==> config.mk <==
export PLATFORM = sky130hd
export DESIGN_NAME = servo_frame_scheduler_flat
export DESIGN_NICKNAME = d
export VERILOG_FILES = /design/src/rtl/servo_frame_scheduler_pkg.sv /design/src/rtl/servo_frame_scheduler_if.sv /design/src/rtl/servo_frame_ram.sv /design/src/rtl/servo_frame_scheduler.sv /design/src/flat_wrapper.sv
export SDC_FILE = /design/constraint.sdc
export NUM_CORES = 2
export LEC_CHECK = 0
export BUFFER_PORTS_ARGS = -buffer_cell sky130_fd_sc_hd__buf_4
export CORE_MARGIN = 2
export CORE_UTILIZATION = 33
export CTS_BUF_LIST = sky130_fd_sc_hd__clkbuf_2
export DETAILED_ROUTE_END_ITERATION = 10
export GPL_TIMING_DRIVEN = 0
export HOLD_SLACK_MARGIN = 0.06
export PLACE_DENSITY_LB_ADDON = 0.3
export RECOVER_POWER = 100
export REMOVE_ABC_BUFFERS = 1
export SYNTH_ARGS = -nofsm -noshare
export SYNTH_HDL_FRONTEND = slang
export SYNTH_SLANG_ARGS = --single-unit
==> constraint.sdc <==
create_clock -name clk -period 7.95 [get_ports clk]
set_clock_uncertainty 0.1 [all_clocks]
set_input_delay 1.59 -clock clk [delete_from_list [all_inputs] [get_ports clk]]
set_output_delay 1.59 -clock clk [all_outputs]
set_load 0.05 [all_outputs]
==> src/rtl/servo_frame_scheduler_pkg.sv <==
// Shared types and constants for the servo frame scheduler.
// Word values with special meaning on the SPI receive path.
package servo_sched_pkg;

  typedef enum logic [1:0] {
    IDLE,
    FILL,
    DISCARD,
    DISPATCH
  } sched_state_t;

  localparam int WORD_W = 9;
  localparam logic [WORD_W-1:0] TERM_WORD = 9'h100;
  localparam logic [WORD_W-1:0] IDLE_WORD = 9'h000;

endpackage

==> src/rtl/servo_frame_scheduler_if.sv <==
// Valid/ready command bus from the scheduler to the servo channel bank.
interface servo_frame_scheduler_if #(
  parameter int NUM_CH = 8
) ();
  import servo_sched_pkg::*;

  localparam int CHW = (NUM_CH > 1) ? $clog2(NUM_CH) : 1;

  logic              cmd_valid;
  logic              cmd_ready;
  logic [CHW-1:0]    cmd_ch;
  logic [WORD_W-1:0] cmd_data;

  modport master (
    output cmd_valid,
    output cmd_ch,
    output cmd_data,
    input  cmd_ready
  );

  modport slave (
    input  cmd_valid,
    input  cmd_ch,
    input  cmd_data,
    output cmd_ready
  );
endinterface

==> src/rtl/servo_frame_ram.sv <==
// Frame store: simple dual-port, synchronous write, registered read.
// Contents are never reset; the read register only loads on re_i.
module servo_frame_ram
  import servo_sched_pkg::*;
#(
  parameter int DEPTH = 256,
  localparam int AW = $clog2(DEPTH)
) (
  input  logic              clk,
  input  logic              we_i,
  input  logic [AW-1:0]     waddr_i,
  input  logic [WORD_W-1:0] wdata_i,
  input  logic              re_i,
  input  logic [AW-1:0]     raddr_i,
  output logic [WORD_W-1:0] rdata_o
);

  logic [WORD_W-1:0] mem [DEPTH];

  always_ff @(posedge clk) begin
    if (we_i) mem[waddr_i] <= wdata_i;
    if (re_i) rdata_o <= mem[raddr_i];
  end

endmodule

==> src/rtl/servo_frame_scheduler.sv <==
// Collects SPI words into a frame and dispatches them round-robin.
// Optional SCHED_TIMEOUT_EN adds a fill-inactivity timeout.
module servo_frame_scheduler
  import servo_sched_pkg::*;
#(
  parameter int DEPTH       = 256,
  parameter int NUM_CH      = 8,
  parameter int TIMEOUT_CYC = 100000
) (
  input  logic              clk,
  input  logic              reset,
  input  logic              rx_valid,
  input  logic [WORD_W-1:0] rx_data,
  servo_frame_scheduler_if.master cmd,
  output logic              busy,
  output logic              frame_done,
  output logic              ovf_err,
`ifdef SCHED_TIMEOUT_EN
  output logic              drop_err,
  output logic              timeout_err
`else
  output logic              drop_err
`endif
);

  localparam int AW  = $clog2(DEPTH);
  localparam int CW  = $clog2(DEPTH + 1);
  localparam int CHW = (NUM_CH > 1) ? $clog2(NUM_CH) : 1;

  sched_state_t      state_q, state_d;
  logic [CW-1:0]     count_q, count_d;
  logic [AW-1:0]     rd_ptr_q, rd_ptr_d;
  logic [CHW-1:0]    ch_q, ch_d;
  logic              vld_q, vld_d;
  logic              done_q, done_d;

  logic              we, re;
  logic [AW-1:0]     waddr;
  logic [WORD_W-1:0] rdata;

  logic rx_word, payload, term, last;

  assign rx_word = rx_valid && (rx_data != IDLE_WORD);
  assign term    = rx_word && (rx_data == TERM_WORD);
  assign payload = rx_word && (rx_data != TERM_WORD);
  assign last    = (CW'(rd_ptr_q) + CW'(1)) == count_q;

`ifdef SCHED_TIMEOUT_EN
  localparam int TW = $clog2(TIMEOUT_CYC + 1);
  logic [TW-1:0] to_q, to_d;
`endif

  servo_frame_ram #(.DEPTH(DEPTH)) u_ram (
    .clk     (clk),
    .we_i    (we),
    .waddr_i (waddr),
    .wdata_i (rx_data),
    .re_i    (re),
    .raddr_i (rd_ptr_q),
    .rdata_o (rdata)
  );

  always_comb begin
    state_d  = state_q;
    count_d  = count_q;
    rd_ptr_d = rd_ptr_q;
    ch_d     = ch_q;
    vld_d    = vld_q;
    done_d   = 1'b0;
    we       = 1'b0;
    re       = 1'b0;
    waddr    = count_q[AW-1:0];
    ovf_err  = 1'b0;
    drop_err = 1'b0;
    unique case (state_q)
      IDLE: begin
        if (payload) begin
          we      = 1'b1;
          waddr   = '0;
          count_d = CW'(1);
          state_d = FILL;
        end
      end
      FILL: begin
        if (term) begin
          state_d  = DISPATCH;
          rd_ptr_d = '0;
          ch_d     = '0;
          vld_d    = 1'b0;
        end else if (payload) begin
          if (count_q == CW'(DEPTH)) begin
            state_d = DISCARD;
            ovf_err = 1'b1;
          end else begin
            we      = 1'b1;
            count_d = count_q + CW'(1);
          end
        end
      end
      DISCARD: begin
        if (term) begin
          state_d = IDLE;
          count_d = '0;
        end
      end
      DISPATCH: begin
        drop_err = rx_word;
        // Read is issued while invalid; data lands with cmd_valid.
        if (!vld_q) begin
          re    = 1'b1;
          vld_d = 1'b1;
        end else if (cmd.cmd_ready) begin
          vld_d = 1'b0;
          if (last) begin
            state_d  = IDLE;
            count_d  = '0;
            rd_ptr_d = '0;
            done_d   = 1'b1;
          end else begin
            rd_ptr_d = rd_ptr_q + AW'(1);
            ch_d = (ch_q == CHW'(NUM_CH - 1)) ? '0 : ch_q + CHW'(1);
          end
        end
      end
      default: state_d = IDLE;
    endcase
`ifdef SCHED_TIMEOUT_EN
    to_d        = '0;
    timeout_err = 1'b0;
    if ((state_q == FILL || state_q == DISCARD) && !rx_valid) begin
      if (to_q == TW'(TIMEOUT_CYC - 1)) begin
        timeout_err = 1'b1;
        state_d     = IDLE;
        count_d     = '0;
      end else begin
        to_d = to_q + TW'(1);
      end
    end
`endif
  end

  always_ff @(posedge clk or posedge reset) begin
    if (reset) begin
      state_q  <= IDLE;
      count_q  <= '0;
      rd_ptr_q <= '0;
      ch_q     <= '0;
      vld_q    <= 1'b0;
      done_q   <= 1'b0;
    end else begin
      state_q  <= state_d;
      count_q  <= count_d;
      rd_ptr_q <= rd_ptr_d;
      ch_q     <= ch_d;
      vld_q    <= vld_d;
      done_q   <= done_d;
    end
  end

`ifdef SCHED_TIMEOUT_EN
  always_ff @(posedge clk or posedge reset) begin
    if (reset) to_q <= '0;
    else       to_q <= to_d;
  end
`endif

  assign cmd.cmd_valid = vld_q;
  assign cmd.cmd_data  = vld_q ? rdata : '0;
  assign cmd.cmd_ch    = vld_q ? ch_q : '0;
  assign busy          = (state_q != IDLE);
  assign frame_done    = done_q;

endmodule
==> src/flat_wrapper.sv <==
// flat-port wrapper written by rule: the top's interface ports become plain ports
module servo_frame_scheduler_flat import servo_sched_pkg::*;
#(
  parameter int DEPTH       = 256,
  parameter int NUM_CH      = 8,
  parameter int TIMEOUT_CYC = 100000
)
  (clk, reset, rx_valid, rx_data, busy, frame_done, ovf_err, drop_err, cmd_cmd_valid, cmd_cmd_ch, cmd_cmd_data, cmd_cmd_ready);
  servo_frame_scheduler_if #(.NUM_CH(NUM_CH)) cmd_i ();
  input  logic clk;
  input  logic reset;
  input  logic rx_valid;
  input  logic [WORD_W-1:0] rx_data;
  output logic busy;
  output logic frame_done;
  output logic ovf_err;
  output logic drop_err;
  output wire logic [$bits(cmd_i.cmd_valid)-1:0] cmd_cmd_valid;
  output wire logic [$bits(cmd_i.cmd_ch)-1:0] cmd_cmd_ch;
  output wire logic [$bits(cmd_i.cmd_data)-1:0] cmd_cmd_data;
  input wire logic [$bits(cmd_i.cmd_ready)-1:0] cmd_cmd_ready;
  assign cmd_cmd_valid = cmd_i.cmd_valid;
  assign cmd_cmd_ch = cmd_i.cmd_ch;
  assign cmd_cmd_data = cmd_i.cmd_data;
  assign cmd_i.cmd_ready = cmd_cmd_ready;
  servo_frame_scheduler #(.DEPTH(DEPTH), .NUM_CH(NUM_CH), .TIMEOUT_CYC(TIMEOUT_CYC)) u_core (.clk(clk), .reset(reset), .rx_valid(rx_valid), .rx_data(rx_data), .cmd(cmd_i), .busy(busy), .frame_done(frame_done), .ovf_err(ovf_err), .drop_err(drop_err));
endmodule
==> metrics.txt <==
# TYPE chip_impl_metric gauge
chip_impl_info{name="synthDominantAreaCellType",value="edfxtp_1"} 1
chip_impl_info{name="cts_tree",value="done"} 1
chip_impl_metric{name="tightestPinTransition",unit="ps"} 5891
chip_impl_metric{name="route.final.wire_length",unit="um"} 259700
chip_impl_metric{name="count_of_flip_flops_with_a_built_in_enable_after_synthesis",unit=""} 2313
chip_impl_info{name="worst_hold_path_type",value="primary input to flip-flop"} 1
chip_impl_metric{name="final_estimated_routing_congestion_in_global_placement",unit=""} 0.8211
chip_impl_metric{name="vias_in_the_first_global_route",unit=""} 49680
chip_impl_metric{name="die_y",unit="um"} 533.3
chip_impl_metric{name="multi_input_logic_area",unit="um^2"} 20520
chip_impl_info{name="yosys.cell_count.top_type",value="edfxtp_1"} 1
chip_impl_metric{name="coreArea",unit="um^2"} 278900
chip_impl_metric{name="peakVddDrop",unit="mV"} 0.1695
chip_impl_metric{name="yosysTopAreaCellShare",unit="%"} 75.13
chip_impl_metric{name="grt_remaining_overflow",unit=""} 0
chip_impl_info{name="synth_flop_type",value="edfxtp_1"} 1
chip_impl_info{name="critical_path.endpoint_type",value="flip-flop"} 1
chip_impl_metric{name="grt_start_max_net_pins",unit=""} 142
chip_impl_metric{name="final.period_utilization",unit="%"} 86.87
chip_impl_metric{name="first_pass_grt_wire_length",unit="um"} 363900
chip_impl_info{name="worst_setup_path_type",value="primary input to flip-flop"} 1
chip_impl_metric{name="final-setup-viol-count",unit=""} 0
chip_impl_metric{name="final_slew_violations",unit=""} 704
chip_impl_metric{name="fin_setup_tns",unit="ps"} 0
chip_impl_metric{name="drive_above_1_share",unit="%"} 26.86
chip_impl_metric{name="yosys.cell_types.count",unit=""} 78
chip_impl_metric{name="power-per-cell-area",unit="nW/um^2"} 275.5
chip_impl_metric{name="dp_hpwl",unit="um"} 155000
chip_impl_metric{name="hold_viol",unit=""} 0
chip_impl_metric{name="synthArstFlopShare",unit="%"} 1.027
chip_impl_metric{name="core.rowCount",unit=""} 194
chip_impl_metric{name="post-place-ws",unit="ps"} 1387
chip_impl_metric{name="drcViolationCount",unit=""} 0
chip_impl_metric{name="groute.usage.overall",unit="%"} 17.80
chip_impl_metric{name="wl_per_cell",unit="um"} 28.03
chip_impl_info{name="unrepaired_setup_endpoints_after_global_routing",value="no"} 1
chip_impl_metric{name="portion_of_the_post_synthesis_area_used_by_sequential_elements",unit="%"} 75.78
chip_impl_metric{name="timing.max_slew.rel_slack",unit="%"} -292.8
chip_impl_metric{name="number_of_port_buffers",unit=""} 29
chip_impl_metric{name="register_area",unit="um^2"} 70070
chip_impl_metric{name="period_needed",unit="ps"} 6906
chip_impl_metric{name="finish.net_count",unit=""} 5178
chip_impl_metric{name="maxCapViolations",unit=""} 17
chip_impl_metric{name="route.detailed.vias_per_inst",unit=""} 5.304
chip_impl_metric{name="worstPathArrival",unit="ps"} 8180
chip_impl_metric{name="synthesis.area",unit="um^2"} 92450
chip_impl_metric{name="initial_utilization",unit="%"} 33.15
chip_impl_metric{name="ant_nets",unit=""} 0
chip_impl_metric{name="cts-root-to-sink-buffers",unit=""} 4
chip_impl_info{name="synth_commonest_cells",value="edfxtp_1 (2313), mux4_2 (412), mux2i_1 (328), nor2_1 (325), nand2_1 (123)"} 1
chip_impl_metric{name="crit_required",unit="ps"} 9220
chip_impl_metric{name="power.leakage",unit="nW"} 31.42
chip_impl_metric{name="dieArea",unit="um^2"} 284400
chip_impl_metric{name="ys.warnings.count",unit=""} 0
chip_impl_metric{name="detail_route.first_pass.iterations",unit=""} 6
chip_impl_metric{name="clock_slew_at_the_register_clock_pins_of_the_worst_setup_and_hold_paths",unit="ps"} 100
chip_impl_metric{name="cts_made_buffers",unit=""} 610
chip_impl_metric{name="cp_max_fo",unit=""} 134
chip_impl_metric{name="area_growth_syn_to_layout",unit="%"} 10.74
chip_impl_metric{name="synthesis.instances",unit=""} 4720
chip_impl_metric{name="grt_antenna_before_repair",unit=""} 17
chip_impl_metric{name="floorplan.io_pins",unit=""} 30
chip_impl_info{name="run_status",value="finished, violations left"} 1
chip_impl_metric{name="layout.cell_area.non_filler",unit="um^2"} 102400
chip_impl_metric{name="num_vias",unit=""} 49140
chip_impl_info{name="violations",value="max-capacitance violations, max-slew violations"} 1
chip_impl_metric{name="worst_slack",unit="ps"} 1044
chip_impl_metric{name="place_area",unit="um^2"} 97690
chip_impl_metric{name="post_cts.repair.setup_buffers",unit=""} 0
chip_impl_metric{name="synthesized_flop_and_latch_total",unit=""} 2337
chip_impl_metric{name="cts-htree-levels",unit=""} 6
chip_impl_metric{name="nFillCells",unit=""} 25940
chip_impl_metric{name="clk-insertion-delay-late",unit="ps"} 1870
chip_impl_info{name="clock_root_buffer",value="clkbuf_2"} 1
chip_impl_metric{name="post_synth.cell_area_avg",unit="um^2"} 19.59
chip_impl_metric{name="timing.fmax",unit="MHz"} 144.8
chip_impl_info{name="cp-start-kind",value="primary input"} 1
chip_impl_metric{name="cts_num_sinks",unit=""} 2337
chip_impl_metric{name="initialDrtViolationCount",unit=""} 5400
chip_impl_metric{name="fin_util",unit="%"} 36.71
chip_impl_metric{name="die_width",unit="um"} 533.3
chip_impl_info{name="synth.area.top_cells",value="edfxtp_1 (75%), mux4_2 (10%), mux2i_1 (3.6%)"} 1
## cell type report
type / instances / share of cell area [%]
clock inverter: 123 / 0.6868
clock buffer: 853 / 4.170
timing repair buffer: 126 / 2.007
tap: 3724 / 4.551
inverter: 14 / 0.05988
sequential: 2337 / 68.44
multi-input combinational: 2071 / 20.04
antenna: 17 / 0.04155
## worst max-delay path, cell delays in order
cell	delay (ps)
dlygate4sd3_1	590
buf_8	480
buf_16	480
nor4_1	180
nand2_1	230
nand3_1	140
nor2_1	320
nand3_1	1960
nor2_1	1730
## state kept, by name, summed over array words and instances, names as in the netlist
| register | flops |
|---|---|
| u_core.frame_done | 1 |
| u_core.u_ram.mem | 2304 |
| u_core.ch_q | 3 |
| u_core.state_q | 2 |
| u_core.rd_ptr_q | 8 |
| u_core.cmd.cmd_valid | 1 |
| u_core.count_q | 9 |
| u_core.u_ram.rdata_o | 9 |
## cells by family (layout without fill, tap and decap cells)
kind of cell | count (synthesis) | after routing | share of synthesized area, %
adders and majority gates | 5 | 5 | 0.06767
muxes | 792 | 792 | 14.22
buffers and inverters | 312 | 1116 | 2.095
DFF | 2337 | 2337 | 75.78
other | 0 | 17 | 0
and+or+nand+nor | 676 | 676 | 3.245
xor gates and xnor gates | 7 | 7 | 0.06632
AOI/OAI and AO/OA | 591 | 591 | 4.527
## routing by layer
metal	wire (um)	vias up	global-route usage, %
met2	122700	2172	27.97
met3	20610	455	4.363
met4	8450	8	6.605
met1	107900	25840	23.93
met5	49	-	0
li1	-	20670	-
## power breakdown
part / internal, mW / switching, mW
sequential: 13.6 / 0.263
clock: 3.09 / 4.82
combinational: 2.50 / 3.92
## worst paths after layout
kind                       slack [ps]  cells after the start                                  to                      startpoint
setup / recovery                 1040                      9  u_core.u_ram.mem[130][7]$_DFFE_PP_                      rx_data[0]
hold / removal                    360                      2  u_core.u_ram.mem[140][1]$_DFFE_PP_                      rx_data[1]
setup reg to reg                 1380                      9   u_core.u_ram.rdata_o[7]$_DFFE_PP_  u_core.rd_ptr_q[0]$_DFFE_PP0P_
hold reg to reg                   570                      1       u_core.count_q[8]$_DFFE_PP0P_   u_core.count_q[8]$_DFFE_PP0P_
max in group asynchronous        6380                      3      u_core.rd_ptr_q[3]$_DFFE_PP0P_                           reset
min in group asynchronous         570                      3       u_core.count_q[8]$_DFFE_PP0P_                           reset
## through the flow
stage	total power, mW	hold slack [ps]	cells
2_1_floorplan	19.09	383.6	4422
3_3_place_gp	20.36	539.5	8175
3_5_place_dp	20.62	543.4	8261
4_1_cts	28.48	77.64	9248
5_1_grt	29.31	174.9	9256
6_report	28.21	358.0	9265
## placed cells by master, fill, tap and decap left out, types with 33 or more instances in the layout
cell type / synthesis / final
edfxtp_1: 2313 / 2313
clkbuf_2: 0 / 854
mux4_2: 412 / 412
mux2i_1: 328 / 328
nor2_1: 325 / 322
nand2_1: 123 / 116
a21oi_1: 100 / 100
o21ai_0: 95 / 95
a22oi_1: 86 / 86
clkinv_1: 1 / 84
nand3_1: 73 / 72
mux2_2: 47 / 47
buf_16: 0 / 42
a221o_1: 37 / 37
o22ai_1: 35 / 35
nor3_1: 35 / 34
a221oi_1: 33 / 34
a31oi_1: 33 / 33
## repair_timing
action                    in CTS  in global routing
hold endpoints to repair     358                  0
hold buffers                  11                  0
resized for setup              0                  0
Note: power is estimated with default switching activity, not from simulation.
